<file path="src/rtl/tiny16_pkg.sv">
// Shared constants and types for the tiny16 instruction sequencer: opcodes,
// mux/ALU codes, FSM state encoding and instruction field positions.
package tiny16_pkg;

   localparam int OPC_LSB = 12;
   localparam int DST_LSB = 9;
   localparam int SRC_LSB = 6;

   localparam logic [3:0] OP_NOP = 4'h0;
   localparam logic [3:0] OP_MOV = 4'h1;
   localparam logic [3:0] OP_ADD = 4'h2;
   localparam logic [3:0] OP_SUB = 4'h3;
   localparam logic [3:0] OP_AND = 4'h4;
   localparam logic [3:0] OP_OR  = 4'h5;
   localparam logic [3:0] OP_XOR = 4'h6;
   localparam logic [3:0] OP_LDI = 4'h7;
   localparam logic [3:0] OP_LD  = 4'h8;
   localparam logic [3:0] OP_ST  = 4'h9;
   localparam logic [3:0] OP_JMP = 4'hA;
   localparam logic [3:0] OP_JZ  = 4'hB;
   localparam logic [3:0] OP_HLT = 4'hF;

   localparam logic [2:0] ALU_ADD = 3'd0;
   localparam logic [2:0] ALU_SUB = 3'd1;
   localparam logic [2:0] ALU_AND = 3'd2;
   localparam logic [2:0] ALU_OR  = 3'd3;
   localparam logic [2:0] ALU_XOR = 3'd4;

   localparam logic [1:0] IN_SEL_ALU = 2'd0;
   localparam logic [1:0] IN_SEL_SRC = 2'd1;
   localparam logic [1:0] IN_SEL_MEM = 2'd2;

   localparam logic [1:0] ADDR_SEL_PC  = 2'd0;
   localparam logic [1:0] ADDR_SEL_SRC = 2'd1;
   localparam logic [1:0] ADDR_SEL_DST = 2'd2;

   typedef enum logic [2:0] {
      S_FETCH  = 3'd0,
      S_DECODE = 3'd1,
      S_EXEC   = 3'd2,
      S_MEM    = 3'd3,
      S_HALT   = 3'd4
   } state_e;

   typedef enum logic [2:0] {
      CLS_NOP, CLS_ALU, CLS_MOV, CLS_JMP, CLS_JZ, CLS_MEM, CLS_HLT, CLS_ILL
   } cls_e;

   typedef enum logic [1:0] {
      MK_NONE, MK_LDI, MK_LD, MK_ST
   } mem_kind_e;

   typedef struct packed {
      cls_e       cls;
      logic [2:0] alu_op;
      mem_kind_e  mem_kind;
   } decode_t;

   // Registered control word; the *_on_ack / wr_on_zero bits arm strobes that
   // fire in the cycle their qualifying input arrives.
   typedef struct packed {
      logic [2:0] src_sel;
      logic [2:0] dst_sel;
      logic [1:0] in_sel;
      logic [2:0] alu_op;
      logic [1:0] addr_sel;
      logic       mem_rd;
      logic       mem_wr;
      logic       reg_out_en;
      logic       wr_en;
      logic       wr_on_ack;
      logic       wr_on_zero;
      logic       inc_on_ack;
      logic       halted;
      logic       illegal;
   } ctl_t;

   function automatic logic [3:0] ir_opcode(input logic [15:0] ir);
      return ir[OPC_LSB +: 4];
   endfunction

   function automatic logic [2:0] ir_dst(input logic [15:0] ir);
      return ir[DST_LSB +: 3];
   endfunction

   function automatic logic [2:0] ir_src(input logic [15:0] ir);
      return ir[SRC_LSB +: 3];
   endfunction

endpackage

</file>
<file path="src/rtl/tiny16_if.sv">
// Register-file and memory handshake bundle between the tiny16 sequencer
// (master) and the datapath/memory side (slave).
interface tiny16_if #(
   parameter int WIDTH = 16,
   parameter int SEL_W = 3
);
   logic [WIDTH-1:0] instr;
   logic             mem_ack;
   logic             zero;
   logic [SEL_W-1:0] src_sel;
   logic [SEL_W-1:0] dst_sel;
   logic             reg_in_en;
   logic             reg_out_en;
   logic             pc_inc;
   logic [1:0]       in_sel;
   logic [2:0]       alu_op;
   logic [1:0]       addr_sel;
   logic             mem_rd;
   logic             mem_wr;

   modport master (
      input  instr, mem_ack, zero,
      output src_sel, dst_sel, reg_in_en, reg_out_en, pc_inc,
             in_sel, alu_op, addr_sel, mem_rd, mem_wr
   );

   modport slave (
      output instr, mem_ack, zero,
      input  src_sel, dst_sel, reg_in_en, reg_out_en, pc_inc,
             in_sel, alu_op, addr_sel, mem_rd, mem_wr
   );
endinterface

</file>
<file path="src/rtl/tiny16_decoder.sv">
// Combinational opcode classifier: instruction class, ALU operation and
// memory access kind for the sequencer.
module tiny16_decoder
   import tiny16_pkg::*;
(
   input  logic [3:0] opcode,
   output decode_t    dec
);

   always_comb begin
      dec.cls      = CLS_ILL;
      dec.alu_op   = ALU_ADD;
      dec.mem_kind = MK_NONE;
      case (opcode)
         OP_NOP: dec.cls = CLS_NOP;
         OP_MOV: dec.cls = CLS_MOV;
         OP_ADD: begin
            dec.cls    = CLS_ALU;
            dec.alu_op = ALU_ADD;
         end
         OP_SUB: begin
            dec.cls    = CLS_ALU;
            dec.alu_op = ALU_SUB;
         end
         OP_AND: begin
            dec.cls    = CLS_ALU;
            dec.alu_op = ALU_AND;
         end
         OP_OR: begin
            dec.cls    = CLS_ALU;
            dec.alu_op = ALU_OR;
         end
         OP_XOR: begin
            dec.cls    = CLS_ALU;
            dec.alu_op = ALU_XOR;
         end
         OP_LDI: begin
            dec.cls      = CLS_MEM;
            dec.mem_kind = MK_LDI;
         end
         OP_LD: begin
            dec.cls      = CLS_MEM;
            dec.mem_kind = MK_LD;
         end
         OP_ST: begin
            dec.cls      = CLS_MEM;
            dec.mem_kind = MK_ST;
         end
         OP_JMP: dec.cls = CLS_JMP;
         OP_JZ:  dec.cls = CLS_JZ;
         OP_HLT: dec.cls = CLS_HLT;
         default: dec.cls = CLS_ILL;
      endcase
   end

endmodule

</file>
<file path="src/rtl/tiny16_control.sv">
// tiny16 instruction sequencer: fetch/decode/execute FSM driving the register
// file selects and the memory read/write handshake.
module tiny16_control
   import tiny16_pkg::*;
#(
   parameter int WIDTH = 16,
   parameter int SEL_W = 3
) (
   input  logic       clk,
   input  logic       rst,
   tiny16_if.master   bus,
   output logic       halted,
   output logic       illegal
);

   state_e           state_q, state_d;
   logic [WIDTH-1:0] ir_q, ir_d;
   ctl_t             ctl_q, ctl_d;
   decode_t          dec;
   logic             fetch_ack;
   logic             mem_done;

   // Decoding ir_d lets DECODE-cycle outputs be registered from the fetched word.
   tiny16_decoder u_decoder (
      .opcode (ir_opcode(ir_d)),
      .dec    (dec)
   );

   always_ff @(posedge clk) begin
      if (rst) begin
         state_q <= S_FETCH;
         ir_q    <= '0;
         ctl_q   <= '0;
      end else begin
         state_q <= state_d;
         ir_q    <= ir_d;
         ctl_q   <= ctl_d;
      end
   end

   always_comb begin
      fetch_ack = (state_q == S_FETCH) && ctl_q.mem_rd && bus.mem_ack;
      mem_done  = (state_q == S_MEM) && (ctl_q.mem_rd || ctl_q.mem_wr) && bus.mem_ack;
      ir_d      = fetch_ack ? bus.instr : ir_q;
      state_d   = state_q;
      case (state_q)
         S_FETCH:  if (fetch_ack) state_d = S_DECODE;
         S_DECODE: begin
            case (dec.cls)
               CLS_HLT:          state_d = S_HALT;
               CLS_NOP, CLS_ILL: state_d = S_FETCH;
               default:          state_d = S_EXEC;
            endcase
         end
         S_EXEC:   state_d = (dec.cls == CLS_MEM) ? S_MEM : S_FETCH;
         S_MEM:    if (mem_done) state_d = S_FETCH;
         S_HALT:   state_d = S_HALT;
         default:  state_d = S_FETCH;
      endcase
   end

   always_comb begin
      ctl_d = '0;
      case (state_d)
         S_FETCH: begin
            // After a data access completes, drop the request for one cycle
            // so the instruction read is seen as a new transaction.
            ctl_d.mem_rd     = !mem_done;
            ctl_d.inc_on_ack = !mem_done;
            ctl_d.addr_sel   = ADDR_SEL_PC;
         end
         S_DECODE: begin
            ctl_d.src_sel = ir_src(ir_d);
            ctl_d.dst_sel = ir_dst(ir_d);
            ctl_d.illegal = (dec.cls == CLS_ILL);
         end
         S_EXEC: begin
            ctl_d.src_sel = ir_src(ir_d);
            ctl_d.dst_sel = ir_dst(ir_d);
            case (dec.cls)
               CLS_ALU: begin
                  ctl_d.alu_op = dec.alu_op;
                  ctl_d.in_sel = IN_SEL_ALU;
                  ctl_d.wr_en  = 1'b1;
               end
               CLS_MOV: begin
                  ctl_d.in_sel = IN_SEL_SRC;
                  ctl_d.wr_en  = 1'b1;
               end
               CLS_JMP: begin
                  ctl_d.dst_sel = 3'd0;
                  ctl_d.in_sel  = IN_SEL_SRC;
                  ctl_d.wr_en   = 1'b1;
               end
               CLS_JZ: begin
                  ctl_d.dst_sel    = 3'd0;
                  ctl_d.in_sel     = IN_SEL_SRC;
                  ctl_d.wr_on_zero = 1'b1;
               end
               CLS_MEM: begin
                  case (dec.mem_kind)
                     MK_LD:   ctl_d.addr_sel = ADDR_SEL_SRC;
                     MK_ST:   ctl_d.addr_sel = ADDR_SEL_DST;
                     default: ctl_d.addr_sel = ADDR_SEL_PC;
                  endcase
               end
               default: ;
            endcase
         end
         S_MEM: begin
            ctl_d.src_sel = ir_src(ir_d);
            ctl_d.dst_sel = ir_dst(ir_d);
            case (dec.mem_kind)
               MK_LDI: begin
                  ctl_d.addr_sel   = ADDR_SEL_PC;
                  ctl_d.mem_rd     = 1'b1;
                  ctl_d.in_sel     = IN_SEL_MEM;
                  ctl_d.wr_on_ack  = 1'b1;
                  // An LDI into r0 is itself the PC write, so it must not also increment.
                  ctl_d.inc_on_ack = (ir_dst(ir_d) != 3'd0);
               end
               MK_LD: begin
                  ctl_d.addr_sel  = ADDR_SEL_SRC;
                  ctl_d.mem_rd    = 1'b1;
                  ctl_d.in_sel    = IN_SEL_MEM;
                  ctl_d.wr_on_ack = 1'b1;
               end
               MK_ST: begin
                  ctl_d.addr_sel   = ADDR_SEL_DST;
                  ctl_d.reg_out_en = 1'b1;
                  ctl_d.mem_wr     = 1'b1;
               end
               default: ;
            endcase
         end
         S_HALT:  ctl_d.halted = 1'b1;
         default: ;
      endcase
   end

   // Ack- and zero-qualified strobes must land in the cycle the data/flag is valid.
   assign bus.pc_inc     = ctl_q.inc_on_ack & ctl_q.mem_rd & bus.mem_ack;
   assign bus.reg_in_en  = ctl_q.wr_en
                         | (ctl_q.wr_on_ack & ctl_q.mem_rd & bus.mem_ack)
                         | (ctl_q.wr_on_zero & bus.zero);
   assign bus.src_sel    = SEL_W'(ctl_q.src_sel);
   assign bus.dst_sel    = SEL_W'(ctl_q.dst_sel);
   assign bus.reg_out_en = ctl_q.reg_out_en;
   assign bus.in_sel     = ctl_q.in_sel;
   assign bus.alu_op     = ctl_q.alu_op;
   assign bus.addr_sel   = ctl_q.addr_sel;
   assign bus.mem_rd     = ctl_q.mem_rd;
   assign bus.mem_wr     = ctl_q.mem_wr;
   assign halted         = ctl_q.halted;
   assign illegal        = ctl_q.illegal;

endmodule
</file>
<file path="src/flat_wrapper.sv">
// flat-port wrapper written by rule: the top's interface ports become plain ports
module tiny16_control_flat import tiny16_pkg::*;
#(
   parameter int WIDTH = 16,
   parameter int SEL_W = 3
)
  (clk, rst, halted, illegal, bus_instr, bus_mem_ack, bus_zero, bus_src_sel, bus_dst_sel, bus_reg_in_en, bus_reg_out_en, bus_pc_inc, bus_in_sel, bus_alu_op, bus_addr_sel, bus_mem_rd, bus_mem_wr);
  tiny16_if #(.WIDTH(WIDTH), .SEL_W(SEL_W)) bus_i ();
  input  logic clk;
  input  logic rst;
  output logic halted;
  output logic illegal;
  input wire logic [$bits(bus_i.instr)-1:0] bus_instr;
  input wire logic [$bits(bus_i.mem_ack)-1:0] bus_mem_ack;
  input wire logic [$bits(bus_i.zero)-1:0] bus_zero;
  output wire logic [$bits(bus_i.src_sel)-1:0] bus_src_sel;
  output wire logic [$bits(bus_i.dst_sel)-1:0] bus_dst_sel;
  output wire logic [$bits(bus_i.reg_in_en)-1:0] bus_reg_in_en;
  output wire logic [$bits(bus_i.reg_out_en)-1:0] bus_reg_out_en;
  output wire logic [$bits(bus_i.pc_inc)-1:0] bus_pc_inc;
  output wire logic [$bits(bus_i.in_sel)-1:0] bus_in_sel;
  output wire logic [$bits(bus_i.alu_op)-1:0] bus_alu_op;
  output wire logic [$bits(bus_i.addr_sel)-1:0] bus_addr_sel;
  output wire logic [$bits(bus_i.mem_rd)-1:0] bus_mem_rd;
  output wire logic [$bits(bus_i.mem_wr)-1:0] bus_mem_wr;
  assign bus_i.instr = bus_instr;
  assign bus_i.mem_ack = bus_mem_ack;
  assign bus_i.zero = bus_zero;
  assign bus_src_sel = bus_i.src_sel;
  assign bus_dst_sel = bus_i.dst_sel;
  assign bus_reg_in_en = bus_i.reg_in_en;
  assign bus_reg_out_en = bus_i.reg_out_en;
  assign bus_pc_inc = bus_i.pc_inc;
  assign bus_in_sel = bus_i.in_sel;
  assign bus_alu_op = bus_i.alu_op;
  assign bus_addr_sel = bus_i.addr_sel;
  assign bus_mem_rd = bus_i.mem_rd;
  assign bus_mem_wr = bus_i.mem_wr;
  tiny16_control #(.WIDTH(WIDTH), .SEL_W(SEL_W)) u_core (.clk(clk), .rst(rst), .bus(bus_i), .halted(halted), .illegal(illegal));
endmodule
</file>
<file path="config.mk">
export PLATFORM = sky130hd
export DESIGN_NAME = tiny16_control_flat
export DESIGN_NICKNAME = d
export VERILOG_FILES = /design/src/rtl/tiny16_pkg.sv /design/src/rtl/tiny16_if.sv /design/src/rtl/tiny16_decoder.sv /design/src/rtl/tiny16_control.sv /design/src/flat_wrapper.sv
export SDC_FILE = /design/constraint.sdc
export NUM_CORES = 1
export LEC_CHECK = 0
export ABC_AREA = 1
export CAP_MARGIN = 20
export CORE_UTILIZATION = 40
export DETAILED_ROUTE_END_ITERATION = 8
export PLACE_DENSITY = 0.69
export SYNTH_ARGS = -nofsm -noshare
export SYNTH_HDL_FRONTEND = slang
export SYNTH_SLANG_ARGS = --single-unit
</file>
<file path="constraint.sdc">
create_clock -name clk -period 2.1 [get_ports clk]
set_input_delay 0.315 -clock clk [delete_from_list [all_inputs] [get_ports clk]]
set_output_delay 0.315 -clock clk [all_outputs]
set_load 0.01 [all_outputs]
</file>
After elaboration in Yosys (flattened, before gate mapping)
Cells that the tools add are included.

Flip-flop bits (word level): 41. Output and inout bits: 20.

Bitwise logic cells: 11. Equal/unequal tests: 30. Muxes and demuxes: 25. Reduce and logical (&&, ||, !) cells: 23.

Operator list (count): case mux 3 bit (7 select lines) (1); equality test 4 bit, second input constant (5); equality test 3 x 2 -> 1 bit, second input constant (6); equality test 3 bit, second input constant (6); equality test 4 x 3 -> 1 bit, second input constant (4); two-way mux 16 bit (1); case mux 3 bit (5 select lines) (1); OR reduction 2 bit (7); case mux 2 bit (2 select lines) (3); case mux 3 bit (4 select lines) (1); case mux 6 bit (2 select lines) (1); OR reduction 3 bit (4); equality test 3 x 1 -> 1 bit, second input constant (3); zero test 3 bit (3); two-way mux 3 bit (3); equality test 4 x 2 -> 1 bit, second input constant (2); two-way mux 2 bit (4); two-way mux 1 bit (6); case mux 2 bit (3 select lines) (1); case mux 3 bit (2 select lines) (1); bitwise AND 1 bit (5); OR reduction 5 bit (1); equality test 2 bit, second input constant (2); equality test 4 x 1 -> 1 bit, second input constant (1); 9 further kinds (17).

Depth between registers and ports, before layout
Depth in word-level cells: 14. Gate-level depth with buffers: 13. Mapped depth without buffers: 12.

By module
From an unflattened synthesis, not the netlist that was laid out.

Cells, all modules: 218. Area, all modules: 1655.3 um2.

Modules (own cells, without submodules): tiny16_control (seq. area each 680.7 um2, cells an instance 191, area an instance 1541.5 um2, times used 1); tiny16_decoder (seq. area each 0.0 um2, cells an instance 27, area an instance 113.9 um2, times used 1).

Worst setup path after synthesis
OpenSTA, ideal clock, no wires.

Path type: register to register. From: register u_core.ctl_q, in the netlist u_core.bus.mem_rd. To: register u_core.ctl_q, in the netlist u_core.bus.mem_rd. Arrival: 1.928 ns. Setup time: 0.116 ns. Cell stages (with the launch flop): 12. Path slack: 0.056 ns. Clock period less this slack: 2.044 ns. Path through: dfxtp_1 -> nand2_1 -> inv_2 -> nand4_1 -> nand2_2 -> buf_6 -> nand2_1 -> o21ai_0 -> inv_1 -> ha_1 -> nand3b_4 -> o21ai_2.

Word-level cells in the longest chain between the ends: 12.

RTL lines: start: declaration (line tiny16_control.sv:18) `ctl_t ctl_q, ctl_d;`; start signal: assignment (line tiny16_control.sv:37) `ctl_q <= ctl_d;`; logical AND 1 bit (2 in a row) (line tiny16_control.sv:42) `fetch_ack = (state_q == S_FETCH) && ctl_q.mem_rd && bus.mem_ack;`; two-way mux 16 bit (line tiny16_control.sv:44) `ir_d = fetch_ack ? bus.instr : ir_q;`; equality test 4 x 3 -> 1 bit (tied with other cells) (line tiny16_decoder.sv:14) `case (opcode)`; OR reduction 5 bit (no source line) or OR reduction 3 bit (tied branches); case mux 3 bit (7 select lines) (line tiny16_decoder.sv:14); equality test 3 bit or zero test 3 bit (tied branches) (line tiny16_control.sv:49) `case (dec.cls)`; OR reduction 2 bit (line tiny16_control.sv:49); case mux 3 bit (2 select lines) (line tiny16_control.sv:49); case mux 3 bit (5 select lines) (line tiny16_control.sv:46) `case (state_q)`; equality test 3 x 2 -> 1 bit or zero test 3 bit (tied branches) (line tiny16_control.sv:64) `case (state_d)`; case mux 1 bit (2 select lines) (*) (line tiny16_control.sv:64).

Every way passes the cells marked *; elsewhere a longest branch is shown, timed or not. A chain may end at the register's enable or synchronous reset.

Final worst setup path
From: input bus_mem_ack. To: output bus_reg_in_en.

Word-level cells in the longest chain between the ends: 3.

RTL lines: start: declaration (line flat_wrapper.sv:14) `input wire logic [$bits(bus_i.mem_ack)-1:0] bus_mem_ack;`; bitwise AND 1 bit (line tiny16_control.sv:144) `| (ctl_q.wr_on_ack & ctl_q.mem_rd & bus.mem_ack)`; OR 1 bit (line tiny16_control.sv:144); OR 1 bit (line tiny16_control.sv:145) `| (ctl_q.wr_on_zero & bus.zero);`; end: declaration (line flat_wrapper.sv:18) `output wire logic [$bits(bus_i.reg_in_en)-1:0] bus_reg_in_en;`.

Every way passes these cells.

==> out/results.txt <==
initial antenna violation count: 0
via/cell ratio: 4.538
CP Launch Type: input port
Max Buffers Root-to-Sink: 2
vias: 1425
M1 wire length: 1478 µm
peak supply drop: 0.4027 mV
clock skew: 0.007390 ns
crit path launch: bus_mem_ack
GPL Wtd Cong: 0.8796
final setup vio count: 0
Hold Vio Cnt, Final: 0
Slew @ Worst Pin: 0.3448 ns
die width: 67.54 µm
vias in the first global route: 1234
detailed-router iteration count before antenna repair: 4
input/output buffers: 33
hold slack final: 0.4493 ns
Tmin final: 2.033 ns
pwr dens: 692.8 nW/µm²
Area growth syn-to-layout: 35.11%
Synth Net Count: 236
count of state elements after synthesis: 34
DR iter-0 viols: 53
io pins: 40
DR WL met3: 104 µm
placed cells: 303
design area: 2321 µm²
Reg2Reg Depth: 10
Cells after Synth: 212
clk slew on worst S/H paths: 0.07 ns
outcome: finished, final reports clean
top layer in use: met4
critical path endpoint: bus_reg_in_en
Antenna Cells: 0
Worst Path Arrival: 1.72 ns
Cell Area, Synth: 1718 µm²
global-route wire length before repair: 5099 µm
DRC errors left: 0
Seq/Total Area, Yosys: 39.62%
Critical R2R Capture: u_core.bus.mem_rd
non-filler instance count after layout: 314
GRT overflow: 0
H-tree depth: 2
Hold Crit Class: reg -> reg
DP HPWL: 2508 µm
share of layout cells above drive strength 1: 27.27%
clk sink count: 34
worst skew pair latency: 0.29 ns
kind of critical path: in -> out
largest net degree at the start of global routing: 13
fin crit share: 96.83%
CTS Hold Bufs: 0
Power, Total: 1.608 mW
Root Driver: clkbuf_8
# rows: 23
Worst slew margin: 76.84%
sequential cell area: 680.7 µm²
Final ANT Viol Nets: 0
warnings from Yosys: 0
Fill cells: 379
Die Ht: 67.54 µm
area of the multi-input gates: 797.0 µm²
library cells used by synthesis: 32
RR Startpoint: u_core.state_q[0]
TritonCTS clock tree: yes
RSZ-0062 raised after global routing: no
nets@finish: 287
Initial Util: 42.34%
met2 wire length: 1671 µm
Max Slew Vio Count: 0
Critical Path RT: 1.78 ns
Core ar.: 4058 µm²
Pleak: 1.086 nW
GRT Util Overall: 15.57%
Synth Area per Inst: 8.103 µm²
CTS Buf Count: 5
Worst Path Max Fanout: 6
Worst R2R Setup Slack: 0.21 ns
Post-Route WL: 3319 µm
max cap viols: 0
CP endpoint kind: output port
wire per inst: 10.57 µm
fmax: 491.8 MHz
Die Footprint: 4561 µm²
Area after DPL: 2170 µm²
Yosys cell counts:
cell type   n  area, µm²
buf_4      14      105.1
nand2_1    29      108.9
o21ai_0     8      40.04
clkbuf_1    1      3.750
nor4_1      1      6.260
nand3_1     7      35.03
nor3_1      4      20.02
o21ai_2     2      17.52
dfxtp_1    34      680.7
nor2_4      5      56.30
a21oi_1     9      45.04
inv_1      28      105.1
nand3b_1    1      7.510
ha_1        4      50.05
inv_2       5      18.77
nor2_1     24      90.09
a21boi_2    1      11.26
clkinv_1    1      3.750
nand2_4     7      78.83
nand4_4     1      21.27
nor2_2      1      6.260
buf_2       1      5.000
nand4_2     1      12.51
o21ai_1     1      5.000
nand2_2     7      43.79
a31oi_1     1      6.260
a221o_1     1      10.01
nand3b_4    1      20.02
nand3_2     2      20.02
nand4_1     7      43.79
buf_6       2      22.52
nand3_4     1      17.52
final cells by class:
cell class                 instances  area share, %
clock buffer                       7          3.288
clock inverter                     1          1.294
inverter                          34          5.499
multi-input combinational        126          34.34
sequential                        34          29.33
tap                               50          2.695
timing repair buffer              62          23.56
placed cells by master, fill, tap and decap left out, types with 4 or more instances in the layout:
cell | Yosys | routed
dfxtp_1 | 34 | 34
clkdlybuf4s50_1 | 0 | 32
buf_4 | 14 | 29
inv_1 | 28 | 28
nand2_1 | 29 | 27
nor2_1 | 24 | 24
nand2_4 | 7 | 9
a21oi_1 | 9 | 9
nand2_2 | 7 | 7
nand4_1 | 7 | 7
nand3_1 | 7 | 7
o21ai_0 | 8 | 7
nor2_4 | 5 | 6
inv_2 | 5 | 5
clkbuf_8 | 0 | 5
nor3_1 | 4 | 4
ha_1 | 4 | 4
per-layer routing:
layer / up-vias / global-route usage, %
met4: 0 / 10.37
met1: 637 / 17.52
li1: 756 / -
met5: - / 0
met3: 7 / 4.054
met2: 25 / 25.62
worst max-delay path: stages:
cell	delay (ns)
clkdlybuf4s50_1	0.42
nand2_2	0.08
inv_2	0.08
buf_4	0.14
buf_4	0.12
a221o_1	0.28
dlygate4sd2_1	0.28
logic make-up (layout without fill, tap and decap cells):
group,after synthesis,after routing,share of synthesized area [%]
compound gates,23,23,7.866
fa+ha+maj,4,4,2.913
buf+inv,52,104,15.37
simple gates,99,99,34.23
flops,34,34,39.62
flip-flops by register name, summed over array words and instances (netlist names):
name                   count
u_core.bus.mem_rd          1
u_core.halted              1
u_core.bus.addr_sel        2
u_core.bus.in_sel          2
u_core.ir_q               10
u_core.bus.reg_out_en      1
u_core.state_q             3
u_core.ctl_q               4
u_core.bus.dst_sel         3
u_core.bus.alu_op          3
u_core.bus.src_sel         3
u_core.illegal             1
how the worst min path moves through the flow:
stage,start,end,slack (ns),depth (start not counted)
2_1_floorplan,u_core.ir_q[6],u_core.ir_q[6],0.43,2
3_3_place_gp,u_core.ir_q[7],u_core.ir_q[7],0.44,2
3_5_place_dp,u_core.ir_q[8],u_core.ir_q[8],0.44,2
4_1_cts,u_core.ir_q[8],u_core.ir_q[8],0.45,2
5_1_grt,u_core.ir_q[6],u_core.ir_q[6],0.47,2
6_report,u_core.ir_q[7],u_core.ir_q[7],0.45,2
through the flow:
step           setup TNS (ns)  setup slack, ns  utilization (%)
4_1_cts                     0          0.01085            56.06
2_1_floorplan               0          0.05572                -
3_5_place_dp           -3.250          -0.2885            53.47
6_report                    0          0.06661            57.20
5_1_grt                     0         0.006380            57.20
3_3_place_gp           -2.773          -0.2255            53.47
repair_timing:
action | in CTS | in global routing
setup buffers | 0 | 3
endpoints found under the setup margin | 1 | 7
resized for setup | 1 | 7
pin swaps | 0 | 3
where the power goes:
group | switching (mW) | internal (mW) | total (mW) | leakage, nW
registers | 0.0102 | 0.671 | 0.681 | 0.276
clock network | 0.225 | 0.355 | 0.580 | 0.0524
logic | 0.185 | 0.162 | 0.347 | 0.757
Power figures use the tool's default switching activity.
